$ cat src/rtl/wbarb_pkg.sv
// Shared constants and payload type for the register-file write-port arbiter.
package wbarb_pkg;

  localparam int unsigned NUM_REQ = 3;
  localparam int unsigned ADDR_W  = 5;
  localparam int unsigned DATA_W  = 32;
  localparam int unsigned SEL_W   = 2;

  localparam int unsigned REQ_WB  = 0;
  localparam int unsigned REQ_MD  = 1;
  localparam int unsigned REQ_SPR = 2;

  localparam logic [SEL_W-1:0] SEL_0 = 2'b00;
  localparam logic [SEL_W-1:0] SEL_1 = 2'b01;
  localparam logic [SEL_W-1:0] SEL_2 = 2'b10;

  localparam logic [ADDR_W-1:0] R0_ADDR = 5'd0;

  typedef struct packed {
    logic [ADDR_W-1:0] addr;
    logic [DATA_W-1:0] data;
  } wr_req_t;

  // One-hot grant to mux select; an empty grant maps to SEL_0, 2'b11 is never produced.
  function automatic logic [SEL_W-1:0] gnt_to_sel(input logic [NUM_REQ-1:0] gnt);
    logic [SEL_W-1:0] sel;
    case (gnt)
      3'b010:  sel = SEL_1;
      3'b100:  sel = SEL_2;
      default: sel = SEL_0;
    endcase
    return sel;
  endfunction

endpackage

$ cat src/rtl/wb_port_arbiter_if.sv
// Request/grant and registered write bus between the requesters and the write-port arbiter.
interface wb_port_arbiter_if;
  import wbarb_pkg::*;

  logic [NUM_REQ-1:0] req;
  logic [ADDR_W-1:0]  addr0;
  logic [ADDR_W-1:0]  addr1;
  logic [ADDR_W-1:0]  addr2;
  logic [DATA_W-1:0]  data0;
  logic [DATA_W-1:0]  data1;
  logic [DATA_W-1:0]  data2;
  logic [NUM_REQ-1:0] gnt;
  logic [NUM_REQ-1:0] stall;
  logic [SEL_W-1:0]   sel;
  logic               wr_en;
  logic [ADDR_W-1:0]  wr_addr;
  logic [DATA_W-1:0]  wr_data;

  modport slave (
    input  req, addr0, addr1, addr2, data0, data1, data2,
    output gnt, stall, sel, wr_en, wr_addr, wr_data
  );

  modport master (
    output req, addr0, addr1, addr2, data0, data1, data2,
    input  gnt, stall, sel, wr_en, wr_addr, wr_data
  );

endinterface

$ cat src/rtl/wbarb_starve_ctr.sv
// Saturating wait counter for one requester; flags when it has waited STARVE_LIMIT cycles.
module wbarb_starve_ctr #(
  parameter int unsigned STARVE_LIMIT = 4,
  parameter int unsigned CTR_W        = 3
) (
  input  logic clock,
  input  logic reset,
  input  logic i_inc,
  input  logic i_clr,
  output logic o_sat_c
);

  logic [CTR_W-1:0] r_count;

  assign o_sat_c = (r_count == CTR_W'(STARVE_LIMIT));

  // Clear wins over increment so a grant in the saturating cycle resets the count.
  always_ff @(posedge clock or posedge reset) begin
    if (reset) begin
      r_count <= '0;
    end else if (i_clr) begin
      r_count <= '0;
    end else if (i_inc && !o_sat_c) begin
      r_count <= r_count + CTR_W'(1);
    end
  end

endmodule

$ cat src/rtl/wb_port_arbiter.sv
// Register-file write-port arbiter: writeback > round-robin(multdiv, special-reg), registered write.
// Define WBARB_STARVE_EN to add per-requester starvation counters that override writeback.
module wb_port_arbiter
  import wbarb_pkg::*;
#(
  parameter int unsigned STARVE_LIMIT = 4,
  parameter int unsigned CTR_W        = 3
) (
  input  logic              clock,
  input  logic              reset,
  wb_port_arbiter_if.slave  bus
);

  if ((1 << CTR_W) <= STARVE_LIMIT) begin : g_bad_cfg
    $error("wb_port_arbiter: CTR_W too narrow for STARVE_LIMIT");
  end

  logic [NUM_REQ-1:0] w_req;
  logic [NUM_REQ-1:0] w_gnt;
  logic [NUM_REQ-1:0] w_stall;
  logic               w_sat_md;
  logic               w_sat_spr;
  logic               w_star_md;
  logic               w_star_spr;
  logic [SEL_W-1:0]   w_sel;
  wr_req_t            w_in [NUM_REQ];
  wr_req_t            w_win;

  logic               r_rr;
  logic [SEL_W-1:0]   r_sel;
  logic               r_wr_en;
  logic [ADDR_W-1:0]  r_wr_addr;
  logic [DATA_W-1:0]  r_wr_data;

  assign w_req           = bus.req;
  assign w_in[REQ_WB]    = '{addr: bus.addr0, data: bus.data0};
  assign w_in[REQ_MD]    = '{addr: bus.addr1, data: bus.data1};
  assign w_in[REQ_SPR]   = '{addr: bus.addr2, data: bus.data2};

`ifdef WBARB_STARVE_EN
  wbarb_starve_ctr #(
    .STARVE_LIMIT (STARVE_LIMIT),
    .CTR_W        (CTR_W)
  ) u_ctr_md (
    .clock   (clock),
    .reset   (reset),
    .i_inc   (w_req[REQ_MD] & ~w_gnt[REQ_MD]),
    .i_clr   (~w_req[REQ_MD] | w_gnt[REQ_MD]),
    .o_sat_c (w_sat_md)
  );

  wbarb_starve_ctr #(
    .STARVE_LIMIT (STARVE_LIMIT),
    .CTR_W        (CTR_W)
  ) u_ctr_spr (
    .clock   (clock),
    .reset   (reset),
    .i_inc   (w_req[REQ_SPR] & ~w_gnt[REQ_SPR]),
    .i_clr   (~w_req[REQ_SPR] | w_gnt[REQ_SPR]),
    .o_sat_c (w_sat_spr)
  );
`else
  assign w_sat_md  = 1'b0;
  assign w_sat_spr = 1'b0;
`endif

  assign w_star_md  = w_sat_md  & w_req[REQ_MD];
  assign w_star_spr = w_sat_spr & w_req[REQ_SPR];

  // Starved > writeback > round-robin; r_rr=0 prefers multdiv.
  always_comb begin : arb
    w_gnt = '0;
    if (reset) begin
      w_gnt = '0;
    end else if (w_star_md && w_star_spr) begin
      if (r_rr) w_gnt[REQ_SPR] = 1'b1;
      else      w_gnt[REQ_MD]  = 1'b1;
    end else if (w_star_md) begin
      w_gnt[REQ_MD] = 1'b1;
    end else if (w_star_spr) begin
      w_gnt[REQ_SPR] = 1'b1;
    end else if (w_req[REQ_WB]) begin
      w_gnt[REQ_WB] = 1'b1;
    end else if (w_req[REQ_MD] && w_req[REQ_SPR]) begin
      if (r_rr) w_gnt[REQ_SPR] = 1'b1;
      else      w_gnt[REQ_MD]  = 1'b1;
    end else if (w_req[REQ_MD]) begin
      w_gnt[REQ_MD] = 1'b1;
    end else if (w_req[REQ_SPR]) begin
      w_gnt[REQ_SPR] = 1'b1;
    end
  end

  assign w_stall = reset ? '0 : (w_req & ~w_gnt);

  always_comb begin : wr_mux
    w_sel = gnt_to_sel(w_gnt);
    case (w_sel)
      SEL_1:   w_win = w_in[REQ_MD];
      SEL_2:   w_win = w_in[REQ_SPR];
      default: w_win = w_in[REQ_WB];
    endcase
  end

  // Writes to $r0 are granted but leave wr_en low and wr_data untouched.
  always_ff @(posedge clock or posedge reset) begin
    if (reset) begin
      r_rr      <= 1'b0;
      r_sel     <= SEL_0;
      r_wr_en   <= 1'b0;
      r_wr_addr <= '0;
      r_wr_data <= '0;
    end else begin
      r_wr_en <= 1'b0;
      if (|w_gnt) begin
        r_sel <= w_sel;
        if (w_win.addr == R0_ADDR) begin
          r_wr_addr <= R0_ADDR;
        end else begin
          r_wr_en   <= 1'b1;
          r_wr_addr <= w_win.addr;
          r_wr_data <= w_win.data;
        end
      end
      if (w_gnt[REQ_MD]) begin
        r_rr <= 1'b1;
      end else if (w_gnt[REQ_SPR]) begin
        r_rr <= 1'b0;
      end
    end
  end

  assign bus.gnt     = w_gnt;
  assign bus.stall   = w_stall;
  assign bus.sel     = r_sel;
  assign bus.wr_en   = r_wr_en;
  assign bus.wr_addr = r_wr_addr;
  assign bus.wr_data = r_wr_data;

endmodule

$ cat src/flat_wrapper.sv
// flat-port wrapper written by rule: the top's interface ports become plain ports
module wb_port_arbiter_flat import wbarb_pkg::*;
#(
  parameter int unsigned STARVE_LIMIT = 4,
  parameter int unsigned CTR_W        = 3
)
  (clock, reset, bus_req, bus_addr0, bus_addr1, bus_addr2, bus_data0, bus_data1, bus_data2, bus_gnt, bus_stall, bus_sel, bus_wr_en, bus_wr_addr, bus_wr_data);
  wb_port_arbiter_if bus_i ();
  input  logic clock;
  input  logic reset;
  input wire logic [$bits(bus_i.req)-1:0] bus_req;
  input wire logic [$bits(bus_i.addr0)-1:0] bus_addr0;
  input wire logic [$bits(bus_i.addr1)-1:0] bus_addr1;
  input wire logic [$bits(bus_i.addr2)-1:0] bus_addr2;
  input wire logic [$bits(bus_i.data0)-1:0] bus_data0;
  input wire logic [$bits(bus_i.data1)-1:0] bus_data1;
  input wire logic [$bits(bus_i.data2)-1:0] bus_data2;
  output wire logic [$bits(bus_i.gnt)-1:0] bus_gnt;
  output wire logic [$bits(bus_i.stall)-1:0] bus_stall;
  output wire logic [$bits(bus_i.sel)-1:0] bus_sel;
  output wire logic [$bits(bus_i.wr_en)-1:0] bus_wr_en;
  output wire logic [$bits(bus_i.wr_addr)-1:0] bus_wr_addr;
  output wire logic [$bits(bus_i.wr_data)-1:0] bus_wr_data;
  assign bus_i.req = bus_req;
  assign bus_i.addr0 = bus_addr0;
  assign bus_i.addr1 = bus_addr1;
  assign bus_i.addr2 = bus_addr2;
  assign bus_i.data0 = bus_data0;
  assign bus_i.data1 = bus_data1;
  assign bus_i.data2 = bus_data2;
  assign bus_gnt = bus_i.gnt;
  assign bus_stall = bus_i.stall;
  assign bus_sel = bus_i.sel;
  assign bus_wr_en = bus_i.wr_en;
  assign bus_wr_addr = bus_i.wr_addr;
  assign bus_wr_data = bus_i.wr_data;
  wb_port_arbiter #(.STARVE_LIMIT(STARVE_LIMIT), .CTR_W(CTR_W)) u_core (.clock(clock), .reset(reset), .bus(bus_i));
endmodule
$ cat config.mk
export PLATFORM = sky130hd
export DESIGN_NAME = wb_port_arbiter_flat
export DESIGN_NICKNAME = d
export VERILOG_FILES = /design/src/rtl/wbarb_pkg.sv /design/src/rtl/wb_port_arbiter_if.sv /design/src/rtl/wbarb_starve_ctr.sv /design/src/rtl/wb_port_arbiter.sv /design/src/flat_wrapper.sv
export SDC_FILE = /design/constraint.sdc
export NUM_CORES = 1
export LEC_CHECK = 0
export ABC_AREA = 1
export CORE_MARGIN = 2
export CORE_UTILIZATION = 36
export CTS_CLUSTER_DIAMETER = 100
export DETAILED_ROUTE_END_ITERATION = 8
export PLACE_DENSITY = 0.93
export SKIP_CTS_REPAIR_TIMING = 1
export SLEW_MARGIN = 10
export SYNTH_ARGS = -nofsm -noshare
export SYNTH_HDL_FRONTEND = slang
export SYNTH_SLANG_ARGS = --single-unit
$ cat constraint.sdc
create_clock -name clock -period 2.3 [get_ports clock]
set_clock_uncertainty 0.15 [all_clocks]
set_input_delay 0.23 -clock clock [delete_from_list [all_inputs] [get_ports clock]]
set_output_delay 0.23 -clock clock [all_outputs]
set_load 0.05 [all_outputs]
=== Word level (Yosys, flattened, before mapping) ===
Index checks and enable logic that the tools add are counted.

* Flip-flop bits (word level): 41
* Output and inout bits: 46
* Input port bits: 116
* Word-level logic and storage cells: 34

* Bitwise gates (word level): 3
* Muxes and demuxes: 17
* Reductions and logical operators: 5
* Eq/ne operators: 4

{| class="wikitable"
|+ Operators by type and width
! operator !! number
|-
| $pmux W37 S2 || 1
|-
| $mux W1 || 10
|-
| $mux W3 || 2
|-
| $logic_not A5 Y1 || 1
|-
| $mux W5 || 1
|-
| $mux W2 || 2
|-
| $pmux W2 S2 || 1
|-
| $and A3 B3 Y3 || 1
|-
| $eq A3 B2 Y1 const B || 1
|-
| $eq A3 B3 Y1 const B || 1
|-
| $not A3 Y3 || 1
|-
| $reduce_or A3 Y1 || 1
|-
| $eq A2 B1 Y1 const B || 1
|-
| $eq A2 B2 Y1 const B || 1
|-
| $reduce_and A2 Y1 || 1
|-
| $reduce_bool A2 Y1 || 1
|-
| $logic_and A1 B1 Y1 || 1
|-
| $not A1 Y1 || 1
|}

=== Longest topological paths before layout ===
Gate-level depths: netlist (run 1).

* Depth after elaboration: 12
* Mapped depth: 13
* Gate-level depth less buffers: 12

=== Worst setup path before layout (run 1) ===
Ideal clock, no wire load.

* Kind: register to output
* Start point: register u_core.r_rr
* End point: output port bus_stall[2]
* Buffers on the path: 2
* Arrival time: 2334 ps
* Slack: -414 ps
* Cell stages (with the launch flop): 8
* Required time: 1920 ps
* Cells stage by stage: dfrtp_1 -> inv_1 -> nand2_1 -> nand3_4 -> inv_2 -> buf_6 -> clkbuf_1 -> nor3_1

* Word-level cells in the longest chain between the ends: 7

{| class="wikitable"
|+ RTL lines
! what !! RTL line !! source
|-
| from (decl) || wb_port_arbiter.sv:29 || <nowiki>logic r_rr;</nowiki>
|-
| from (signal assigned) || wb_port_arbiter.sv:108 || <nowiki>r_rr <= 1'b0;</nowiki>
|-
| from (signal assigned) || wb_port_arbiter.sv:126 || <nowiki>r_rr <= 1'b1;</nowiki>
|-
| from (signal assigned) || wb_port_arbiter.sv:128 || <nowiki>r_rr <= 1'b0;</nowiki>
|-
| $mux W1 || wb_port_arbiter.sv:85 || <nowiki>if (r_rr) w_gnt[REQ_SPR] = 1'b1;</nowiki>
|-
| $mux W2 || wb_port_arbiter.sv:84 || <nowiki>end else if (w_req[REQ_MD] && w_req[REQ_SPR]) begin</nowiki>
|-
| $mux W2 || wb_port_arbiter.sv:82 || <nowiki>end else if (w_req[REQ_WB]) begin</nowiki>
|-
| $mux W3 || wb_port_arbiter.sv:73 || <nowiki>if (reset) begin</nowiki>
|-
| named net bus_gnt[2] || flat_wrapper.sv:18 || <nowiki>output wire logic [$bits(bus_i.gnt)-1:0] bus_gnt;</nowiki>
|-
| $not A3 Y3 || wb_port_arbiter.sv:94 || <nowiki>assign w_stall = reset ? '0 : (w_req & ~w_gnt);</nowiki>
|-
| $and A3 B3 Y3 || wb_port_arbiter.sv:94 ||
|-
| $mux W3 || wb_port_arbiter.sv:94 ||
|-
| to (decl) || flat_wrapper.sv:19 || <nowiki>output wire logic [$bits(bus_i.stall)-1:0] bus_stall;</nowiki>
|}

The timed path passes the listed nets, and every way through them passes these cells.

=== Worst setup path in the final report (run 1) ===
* Start point: input port bus_req[2]
* End point: output port bus_stall[2]

* Word-level cells in the longest chain between the ends: 8
* Elaborated cells on any way between the ends: 9

{| class="wikitable"
|+ RTL lines
! what !! RTL line !! source
|-
| from (decl) || flat_wrapper.sv:11 || <nowiki>input wire logic [$bits(bus_i.req)-1:0] bus_req;</nowiki>
|-
| $mux W1 || wb_port_arbiter.sv:89 || <nowiki>end else if (w_req[REQ_SPR]) begin</nowiki>
|-
| $mux W1 || wb_port_arbiter.sv:87 || <nowiki>end else if (w_req[REQ_MD]) begin</nowiki>
|-
| $mux W2 || wb_port_arbiter.sv:84 ||
|-
| $mux W2 || wb_port_arbiter.sv:82 ||
|-
| $mux W3 || wb_port_arbiter.sv:73 ||
|-
| $not A3 Y3 || wb_port_arbiter.sv:94 ||
|-
| $and A3 B3 Y3 (*) || wb_port_arbiter.sv:94 ||
|-
| $mux W3 (*) || wb_port_arbiter.sv:94 ||
|}

Mark *: on every way between the ends. The rest lies on a longest branch, timed or not.

==> out/qor.csv, run 1 <==
stage,metric,value,unit
sta,final clock period utilization by the worst path,91.9,%
floorplan,height of the chip,86.4,um
clock_tree,number of CTS-inserted buffers,5,
critical_path,startpoint of the most critical register-to-register path,u_core.r_rr$_DFFE_PP0P_,
cells_and_area,Inserted Diodes,0,
placement,RePlAce Congestion,0.865,
critical_path,cell family with most CP delay,buffers and inverters,
run,number of max-cap violations,0,
power_and_ir_drop,logic gate share of total power,50.5,%
sta,number of max-slew violations in the final report,0,
placement,HPWL after detailed placement,6380,um
clock_tree,clock latency of the later-clocked register in the worst-skew pair,0.29,ns
power_and_ir_drop,Net Switching,1.20,mW
synthesis,Yosys Warn Count,0,
power_and_ir_drop,Int Pwr,1.67,mW
sta,transition time of the tightest slew-check pin,0.547,ns
sta,maximum frequency from static timing analysis,0.473,GHz
synthesis,register bit total from synthesis,41,
hold_path,worst hold path type,reg -> reg,
detailed_routing,residual antenna-violating net count after detailed routing,0,
global_route,wire length of the first global-routing pass,12900,um
global_route,number of global-route vias before repair,2859,
synthesis,net count after synthesis,471,
synthesis,Avg Inst Size Synth,6.88,um2
floorplan,row cnt,30,
global_route,overall overflow remaining after global route,0,
sta,setup total negative slack,0,ns
floorplan,IO Count,162,
critical_path,crit path launch type,input pin,
critical_path,delay of the slowest cell on the worst path,0.50,ns
floorplan,Die Wd,86.4,um
power_and_ir_drop,total power density per cell area,675,nW/um2
power_and_ir_drop,worst vdd ir,0.000353,V
clock_tree,"buffers from clock root to sink, at most",2,
critical_path,Critical-path top delay cell,sky130_fd_sc_hd__clkdlybuf4s50_1,
floorplan,Core Footprint,6680,um2
placement,dpl cell area,4170,um2
critical_path,largest driver fanout on the critical path,18,
sta,slew margin rel.,63.4,%
sta,fin crit period,2.11,ns
detailed_routing,vias per inst,4.90,
detailed_routing,wire per inst,13.1,um
floorplan,starting density of the core,36.6,%
clock_tree,register clock-pin slew on the reported worst setup and hold paths,0.07,ns
global_route,initial antenna violation count,0,
critical_path,CP Cell Sequence,"clkdlybuf4s50_1, inv_1, nor2_2, nand3_4, inv_2, buf_4, nor3_2, buf_4",
cells_and_area,Syn-to-layout area delta,74.3,%
detailed_routing,overall routed net length,7800,um
cells_and_area,share of layout cells above drive strength 1,9.53,%
synthesis,Post-Syn Instances,355,
power_and_ir_drop,Sequential Power Share,33.2,%
cells_and_area,final instance area,4260,um2
critical_path,critical path capture point type,output pin,
cells_and_area,"Net count, final",630,
global_route,gr usage total,21.5,%
clock_tree,clock sinks,41,
detailed_routing,number of design-rule violations left by the first detailed-router iteration,144,
clock_tree,root cell of the clock tree,sky130_fd_sc_hd__clkbuf_8,
synthesis,sequential cell area fraction in the yosys report,42.0,%
critical_path,crit path DAT,1.73,ns
detailed_routing,overall via count from detail_route,2910,
power_and_ir_drop,part of the total power dissipated in the clock network,16.3,%
detailed_routing,number of design rule violations left after detail routing,0,
global_route,maximum number of pins on one net before global-route repair,24,
outcome,result of the run,"complete, no violations",
sta,hold violation total from the final report,0,
critical_path,crit path launch,bus_req[2],
power_and_ir_drop,switching power share of the total,41.9,%
critical_path,buffers and inverters on the worst path,5,
clock_tree,htree depth,2,
synthesis,"Distinct cells, synth",24,
clock_tree,clock tree from TritonCTS,built,
critical_path,worst setup path class,in -> out,
critical_path,cell repeated most along the worst path,sky130_fd_sc_hd__buf_4,
floorplan,overall die area,7460,um2
power_and_ir_drop,leakage power,2.01,nW
hold_path,Hold Crit Start,u_core.bus.wr_data[28]$_DFFE_PP0P_,
placement,IO buf count,160,
sta,count of endpoints failing setup in the final report,0,
critical_path,required time at the worst-slack endpoint,1.92,ns
detailed_routing,detailed-router iteration count before antenna repair,4,
sta,RSZ-0062 raised after global routing,no,
synthesis,cell area after synthesis,2440,um2
[metal layers]
layer | wire, um | vias to the layer above | share of wire [%] | track usage, %
li1 | - | 1438 | - | -
met1 | 2970 | 1335 | 38 | 23.8
met3 | 650 | 9 | 8.3 | 6.00
met5 | 0 | - | 0 | 0
met4 | 77 | 0 | 0.99 | 5.26
met2 | 4110 | 128 | 53 | 40.5
[cells in the mapped netlist (all sizes together)]
cell,number,area (um2)
nand3,72,390
dfrtp,41,1030
o21ai,3,15.0
nand2,187,737
a21oi,1,8.76
clkbuf,8,30.0
conb,1,3.75
inv,13,48.8
a31oi,2,12.5
buf,14,108
nor3,2,10.0
nor2,8,35.0
nand4,3,18.8
[layout by cell type (no fill, tap or decap)]
cell	instances
sky130_fd_sc_hd__nand3_2	1
sky130_fd_sc_hd__nor2_1	6
sky130_fd_sc_hd__o21ai_0	2
sky130_fd_sc_hd__nand2_1	175
sky130_fd_sc_hd__conb_1	1
sky130_fd_sc_hd__o21ai_1	1
sky130_fd_sc_hd__buf_4	14
sky130_fd_sc_hd__clkdlybuf4s50_1	155
sky130_fd_sc_hd__nand4_1	3
sky130_fd_sc_hd__dfrtp_1	41
sky130_fd_sc_hd__nand3_1	69
sky130_fd_sc_hd__buf_12	5
sky130_fd_sc_hd__clkbuf_1	1
sky130_fd_sc_hd__inv_2	4
sky130_fd_sc_hd__inv_1	9
sky130_fd_sc_hd__nand2_4	1
sky130_fd_sc_hd__nor3_2	2
sky130_fd_sc_hd__nand3_4	2
sky130_fd_sc_hd__a21oi_2	1
sky130_fd_sc_hd__nor2_2	2
sky130_fd_sc_hd__nand2_2	11
sky130_fd_sc_hd__clkbuf_8	6
sky130_fd_sc_hd__a31oi_1	2
[power groups by stage]
| stage | Sequential, mW | Combinational [mW] | Clock, mW |
|---|---|---|---|
| floorplan | 1.47 | 0.346 | 0 |
| global placement | 0.962 | 1.44 | 0 |
| detailed placement | 0.967 | 1.46 | 0 |
| CTS | 0.955 | 1.46 | 0.482 |
| global route | 0.974 | 1.54 | 0.524 |
| finish | 0.955 | 1.45 | 0.469 |
[flip-flops by register name, summed over array words and instances, names as in the netlist]
name,cells
u_core.bus.sel,2
u_core.bus.wr_addr,5
u_core.bus.wr_data,32
u_core.bus.wr_en,1
u_core.r_rr,1
[path summary, 6_finish.rpt]
kind	cells past startpoint	end	slack [ns]
hold / removal	2	u_core.bus.wr_data[28]$_DFFE_PP0P_	0.32
max in group asynchronous	4	u_core.bus.wr_en$_DFF_PP0_	1.16
setup / recovery	8	bus_stall[2]	0.19
min in group asynchronous	3	u_core.bus.wr_data[24]$_DFFE_PP0P_	0.36
setup reg to reg	11	u_core.bus.wr_data[11]$_DFFE_PP0P_	0.42
hold reg to reg	2	u_core.bus.wr_data[28]$_DFFE_PP0P_	0.32
[per-stage QoR]
| step | utilization (%) | hold slack (ns) | cells | total power [mW] | setup slack [ns] |
|---|---|---|---|---|---|
| finish | 63.7 | 0.324 | 594 | 2.87 | 0.187 |
| global route | 63.7 | 0.343 | 594 | 3.04 | 0.0789 |
| floorplan | - | 0.257 | 355 | 1.81 | 0.0172 |
| CTS | 63.7 | 0.326 | 594 | 2.90 | 0.182 |
| detailed placement | 62.5 | 0.307 | 587 | 2.42 | 0.0393 |
| global placement | 62.5 | 0.304 | 587 | 2.40 | 0.111 |
[layout make-up]
class,instances,area [um2]
inverter,13,48.8
sequential,41,1030
multi-input combinational,279,1240
tap,80,100
clock buffer,7,86.3
timing repair buffer,174,1760
fill,581,2420
[worst register-to-register path, cell delays in order (launching register included)]
cell and delay, ns:
sky130_fd_sc_hd__dfrtp_1 0.38, sky130_fd_sc_hd__inv_1 0.08, sky130_fd_sc_hd__nand2_1 0.10, sky130_fd_sc_hd__nand3_4 0.14, sky130_fd_sc_hd__inv_2 0.08, sky130_fd_sc_hd__nand2_1 0.06, sky130_fd_sc_hd__nand3_1 0.09, sky130_fd_sc_hd__nor2_1 0.16
sky130_fd_sc_hd__nand3_2 0.14, sky130_fd_sc_hd__buf_4 0.22, sky130_fd_sc_hd__nand3_1 0.10, sky130_fd_sc_hd__nand2_1 0.06
[logic make-up after synthesis]
family | Yosys count | share of synthesized area [%]
AO/OA/AOI/OAI | 6 | 1.48
buffers and inverters | 35 | 7.63
flip-flops | 41 | 42.0
other | 1 | 0.153
AND/OR/NAND/NOR | 272 | 48.7
Note: power is estimated with default switching activity, not from simulation.
==> run 2: changes to the inputs <==
- PLACE_DENSITY: 0.93 -> 0.8
- REMOVE_ABC_BUFFERS: unset -> 1
==> run 2 against run 1 <==
  * Clock power shrank 1%
  * Die area unchanged
  * Flip-flop and latch count is the same
  * Worst hold slack worse by 0.018 ns
==> out/qor.csv, run 2 (synthesis gave the netlist of run 1 again) <==
stage,metric,value,unit
clock_tree,clock latency of the later-clocked register in the worst-skew pair,0.28,ns
detailed_routing,vias per inst,4.74,
detailed_routing,residual antenna-violating net count after detailed routing,0,
sta,RSZ-0062 raised after global routing,no,
detailed_routing,number of design-rule violations left by the first detailed-router iteration,90,
detailed_routing,met2 routed WL,3880,um
power_and_ir_drop,leakage power,2.00,nW
power_and_ir_drop,overall power of the completed layout,2.86,mW
cells_and_area,max FFs per register,32,
sta,final hold slack,0.305,ns
sta,number of max-slew violations in the final report,0,
clock_tree,"buffers from clock root to sink, at most",2,
sta,fin crit period,2.16,ns
clock_tree,htree depth,2,
floorplan,Core Footprint,6680,um2
run,number of max-cap violations,0,
clock_tree,clock sinks,41,
cells_and_area,share of layout cells above drive strength 1,9.32,%
detailed_routing,highest routed metal layer,met4,
detailed_routing,overall routed net length,7530,um
detailed_routing,overall via count from detail_route,2818,
floorplan,Die Wd,86.4,um
cells_and_area,Inserted Diodes,0,
placement,RePlAce Congestion,0.790,
detailed_routing,wire per inst,12.7,um
global_route,gr usage total,20.7,%
cells_and_area,"commonest cells after routing, fill and taps aside","sky130_fd_sc_hd__nand2_1, sky130_fd_sc_hd__clkdlybuf4s50_1, sky130_fd_sc_hd__nand3_1",
detailed_routing,Post-Route M1 WL,2970,um
floorplan,IO Count,162,
global_route,wire length of the first global-routing pass,12300,um
floorplan,starting density of the core,36.6,%
cells_and_area,"Net count, final",631,
power_and_ir_drop,worst vdd ir,0.000324,V
detailed_routing,number of design rule violations left after detail routing,0,
sta,final clock period utilization by the worst path,94.0,%
cells_and_area,most frequent standard cell in the layout excluding fill and tap cells,sky130_fd_sc_hd__nand2_1,
global_route,maximum number of pins on one net before global-route repair,22,
critical_path,required time at the worst-slack endpoint,1.92,ns
critical_path,largest driver fanout on the critical path,20,
sta,slew margin rel.,64.0,%
clock_tree,root cell of the clock tree,sky130_fd_sc_hd__clkbuf_8,
critical_path,worst setup path class,in -> out,
critical_path,critical path capture point type,output pin,
sta,hold violation total from the final report,0,
critical_path,startpoint of the most critical register-to-register path,u_core.r_rr$_DFFE_PP0P_,
outcome,result of the run,"complete, no violations",
clock_tree,register clock-pin slew on the reported worst setup and hold paths,0.07,ns
placement,IO buf count,160,
power_and_ir_drop,total power density per cell area,675,nW/um2
sta,maximum frequency from static timing analysis,0.462,GHz
detailed_routing,detailed-router iteration count before antenna repair,4,
detailed_routing,Detail Route met3 WL,590,um
floorplan,overall die area,7460,um2
critical_path,crit path launch,bus_req[1],
global_route,overall overflow remaining after global route,0,
clock_tree,clock tree from TritonCTS,built,
global_route,number of global-route vias before repair,2840,
clock_tree,number of CTS-inserted buffers,5,
cells_and_area,Syn-to-layout area delta,73.7,%
sta,transition time of the tightest slew-check pin,0.538,ns
floorplan,height of the chip,86.4,um
global_route,initial antenna violation count,0,
cells_and_area,fill cell instance count of the final layout,589,
sta,count of endpoints failing setup in the final report,0,
placement,HPWL after detailed placement,5990,um
hold_path,worst hold path type,in -> async,
critical_path,crit path launch type,input pin,
floorplan,row cnt,30,
critical_path,crit path DAT,1.78,ns
run 2: worst max-delay path, cell delays in order:
cell,delay [ns]
sky130_fd_sc_hd__clkdlybuf4s50_1,0.48
sky130_fd_sc_hd__inv_1,0.06
sky130_fd_sc_hd__nor2_2,0.17
sky130_fd_sc_hd__nand3_4,0.14
sky130_fd_sc_hd__inv_2,0.14
sky130_fd_sc_hd__buf_4,0.28
sky130_fd_sc_hd__nor3_1,0.08
sky130_fd_sc_hd__buf_4,0.19
run 2: final timing paths:
check,end,slack [ns],depth (start not counted)
worst min-delay path,u_core.bus.sel[0]$_DFFE_PP0P_,0.31,3
min in group clock,u_core.bus.wr_data[14]$_DFFE_PP0P_,0.32,2
worst max register to register,u_core.bus.wr_data[10]$_DFFE_PP0P_,0.48,11
worst max-delay path,bus_stall[1],0.14,8
max in group asynchronous,u_core.bus.wr_data[11]$_DFFE_PP0P_,1.16,4
worst min register to register,u_core.bus.wr_data[14]$_DFFE_PP0P_,0.32,2
run 2: metal layers:
layer  GRT usage (%)  vias up
li1                -     1440
met5               0        -
met4            5.82        0
met3            5.33       11
met2            39.9      102
met1            22.0     1265
run 2: report_power, final:
part	internal (mW)	switching, mW	leakage, nW
Sequential	0.867	0.0844	0.504
Clock	0.238	0.224	0.0443
Combinational	0.564	0.886	1.46
Total	1.67	1.19	2.00
run 2: per-stage QoR:
stage	setup TNS [ns]	instance area (um2)	instances	setup slack, ns	utilization (%)
3_3_place_gp	0	4160	588	0.125	62.2
5_1_grt	0	4240	595	0.0338	63.5
4_1_cts	0	4240	595	0.132	63.5
3_5_place_dp	0	4160	588	0.0908	62.2
6_report	0	4240	595	0.137	63.5
2_1_floorplan	-3.12	2310	333	-0.101	-
run 2: final cells by class:
cell class | count | area (um2) | share of cell area (%)
well taps | 80 | 100 | 2.36
flip-flops and latches | 41 | 1030 | 24.2
multi-input cells | 279 | 1230 | 29.0
repair buffers | 175 | 1750 | 41.3
clock buffers | 7 | 86.3 | 2.03
inverters | 13 | 48.8 | 1.15
==> edit (flow settings as in run 1) <==
`SEL_W`: 2 -> 3.
--- a/src/rtl/wbarb_pkg.sv
+++ b/src/rtl/wbarb_pkg.sv
@@ -6,3 +6,3 @@
   localparam int unsigned DATA_W  = 32;
-  localparam int unsigned SEL_W   = 2;
+  localparam int unsigned SEL_W   = 3;
 
Interface: changed (resized bus_sel); port bits go from 162 to 163. No check against the original RTL was run, so the function may have changed too.
==> edit against run 1 <==
Worst setup slack got worse by 0.0042 ns. Fmax shrank 0.20%. Total power is 2.0% higher. Die area up 0.30%. Clock power rose by 9.8%. Hold slack is essentially flat. Wire length is 3.1% higher. Synthesized area increased by 0.31%. Design area up 0.73%. Sequential cell count did not move. Sequential share of layout area shrank 0.18 points. Cell count increased by 0.34%. Critical path type unchanged. Critical endpoint is now bus_stall[1]. Highest routed layer unchanged.
==> edit: results (changes against run 1) <==
stage	metric	value	unit	change
status	status	finished clean		
placed_design	post_dp_cell_area	4189	um^2	+0.39%
layout	final_nets	631		+0.16%
setup_path	arrival	1.74	ns	
setup_path	critPathMaxStageDelay	0.47	ns	-0.03 ns
placed_design	gp_congestion	0.7986		-7.7%
placed_design	placed_cells	588		+0.17%
logic_synthesis	synthCells	356		+0.28%
placed_design	dp_slack	0.02703	ns	-0.01231 ns
logic_synthesis	synth_compound_area_share	1.480	%	-0.0045 points
setup_path	startpoint	bus_req[1]		
layout	drive_above_1_share	9.884	%	+0.35 points
timing	hold_ws	0.3236	ns	+0.00001900 ns
setup_path	timing.rr.end	u_core.bus.wr_data[31]		
route	initialDrtViolationCount	88		-39%
setup_path	crit_path_end	bus_stall[1]		
global_route	grt_pass1_vias	2900		+1.4%
layout	multiInputGateArea	1245	um^2	+0.30%
power	p_sw	1224	uW	+1.7%
power	pwr-share-seq	32.5	%	-0.7 points
power	p_leak	0.002023	uW	+0.86%
power	p_per_area	683.6	nW/um^2	+1.3%
setup_path	path_max_fanout	17		-1
layout	final_cells	596		+0.34%
worst_hold_path	min_to	u_core.bus.wr_data[16]		
power	power.share.combinational	49.9	%	-0.6 points
placed_design	detailed_place_hpwl	6.428	mm	+0.68%
timing	relSlewSlack	63.50	%	about the same
logic_synthesis	ys_seq_area_share	41.86	%	-0.13 points
setup_path	critical-path-top-delay-family	buffers and inverters		
global_route	grt_max_degree	42		+75%
global_route	grt_pass1_wl	12.91	mm	+0.10%
route	avgViaCountPerCell	4.867		-0.64%
timing	max_freq	472.3	MHz	-0.20%
global_route	grt.total_usage	21.73	%	+0.20 points
layout	nFillCells	582		+0.17%
logic_synthesis	ys_top_cells_by_area	dfrtp_1, nand2_1, nand3_1		
## edit: changes by cell type after synthesis, sizes merged
cell	before	now
buf	14	15
## edit: cells by family after synthesis
family / Yosys count
buffers and inverters: 36
other: 1
AOI/OAI and AO/OA: 6
and+or+nand+nor: 272
DFF: 41
## edit: routing by layer
metal | wire length, um | track usage [%] | vias to the layer above | share of wire (%)
met3 | 574 | 5.333 | 8 | 7.1
li1 | - | - | 1438 | -
met4 | 67 | 5.398 | 0 | 0.83
met5 | 0 | 0 | - | 0
met2 | 4304 | 41.75 | 116 | 54
met1 | 3096 | 23.65 | 1339 | 38
## edit: area by class of cell
class	count	area share [%]
Clock buffer	7	2.246
Timing Repair Buffer	174	41.24
Tap cell	80	2.333
Clock inverter	1	0.1167
Inverter	13	1.137
Multi-Input combinational cell	280	29.02
Sequential cell	41	23.91
## edit: worst register-to-register path, delay by kind of cell, from the launching register on
kind,cells,cell delay [ns]
DFF,1,0.39
and+or+nand+nor,8,0.89
buffers and inverters,3,0.38
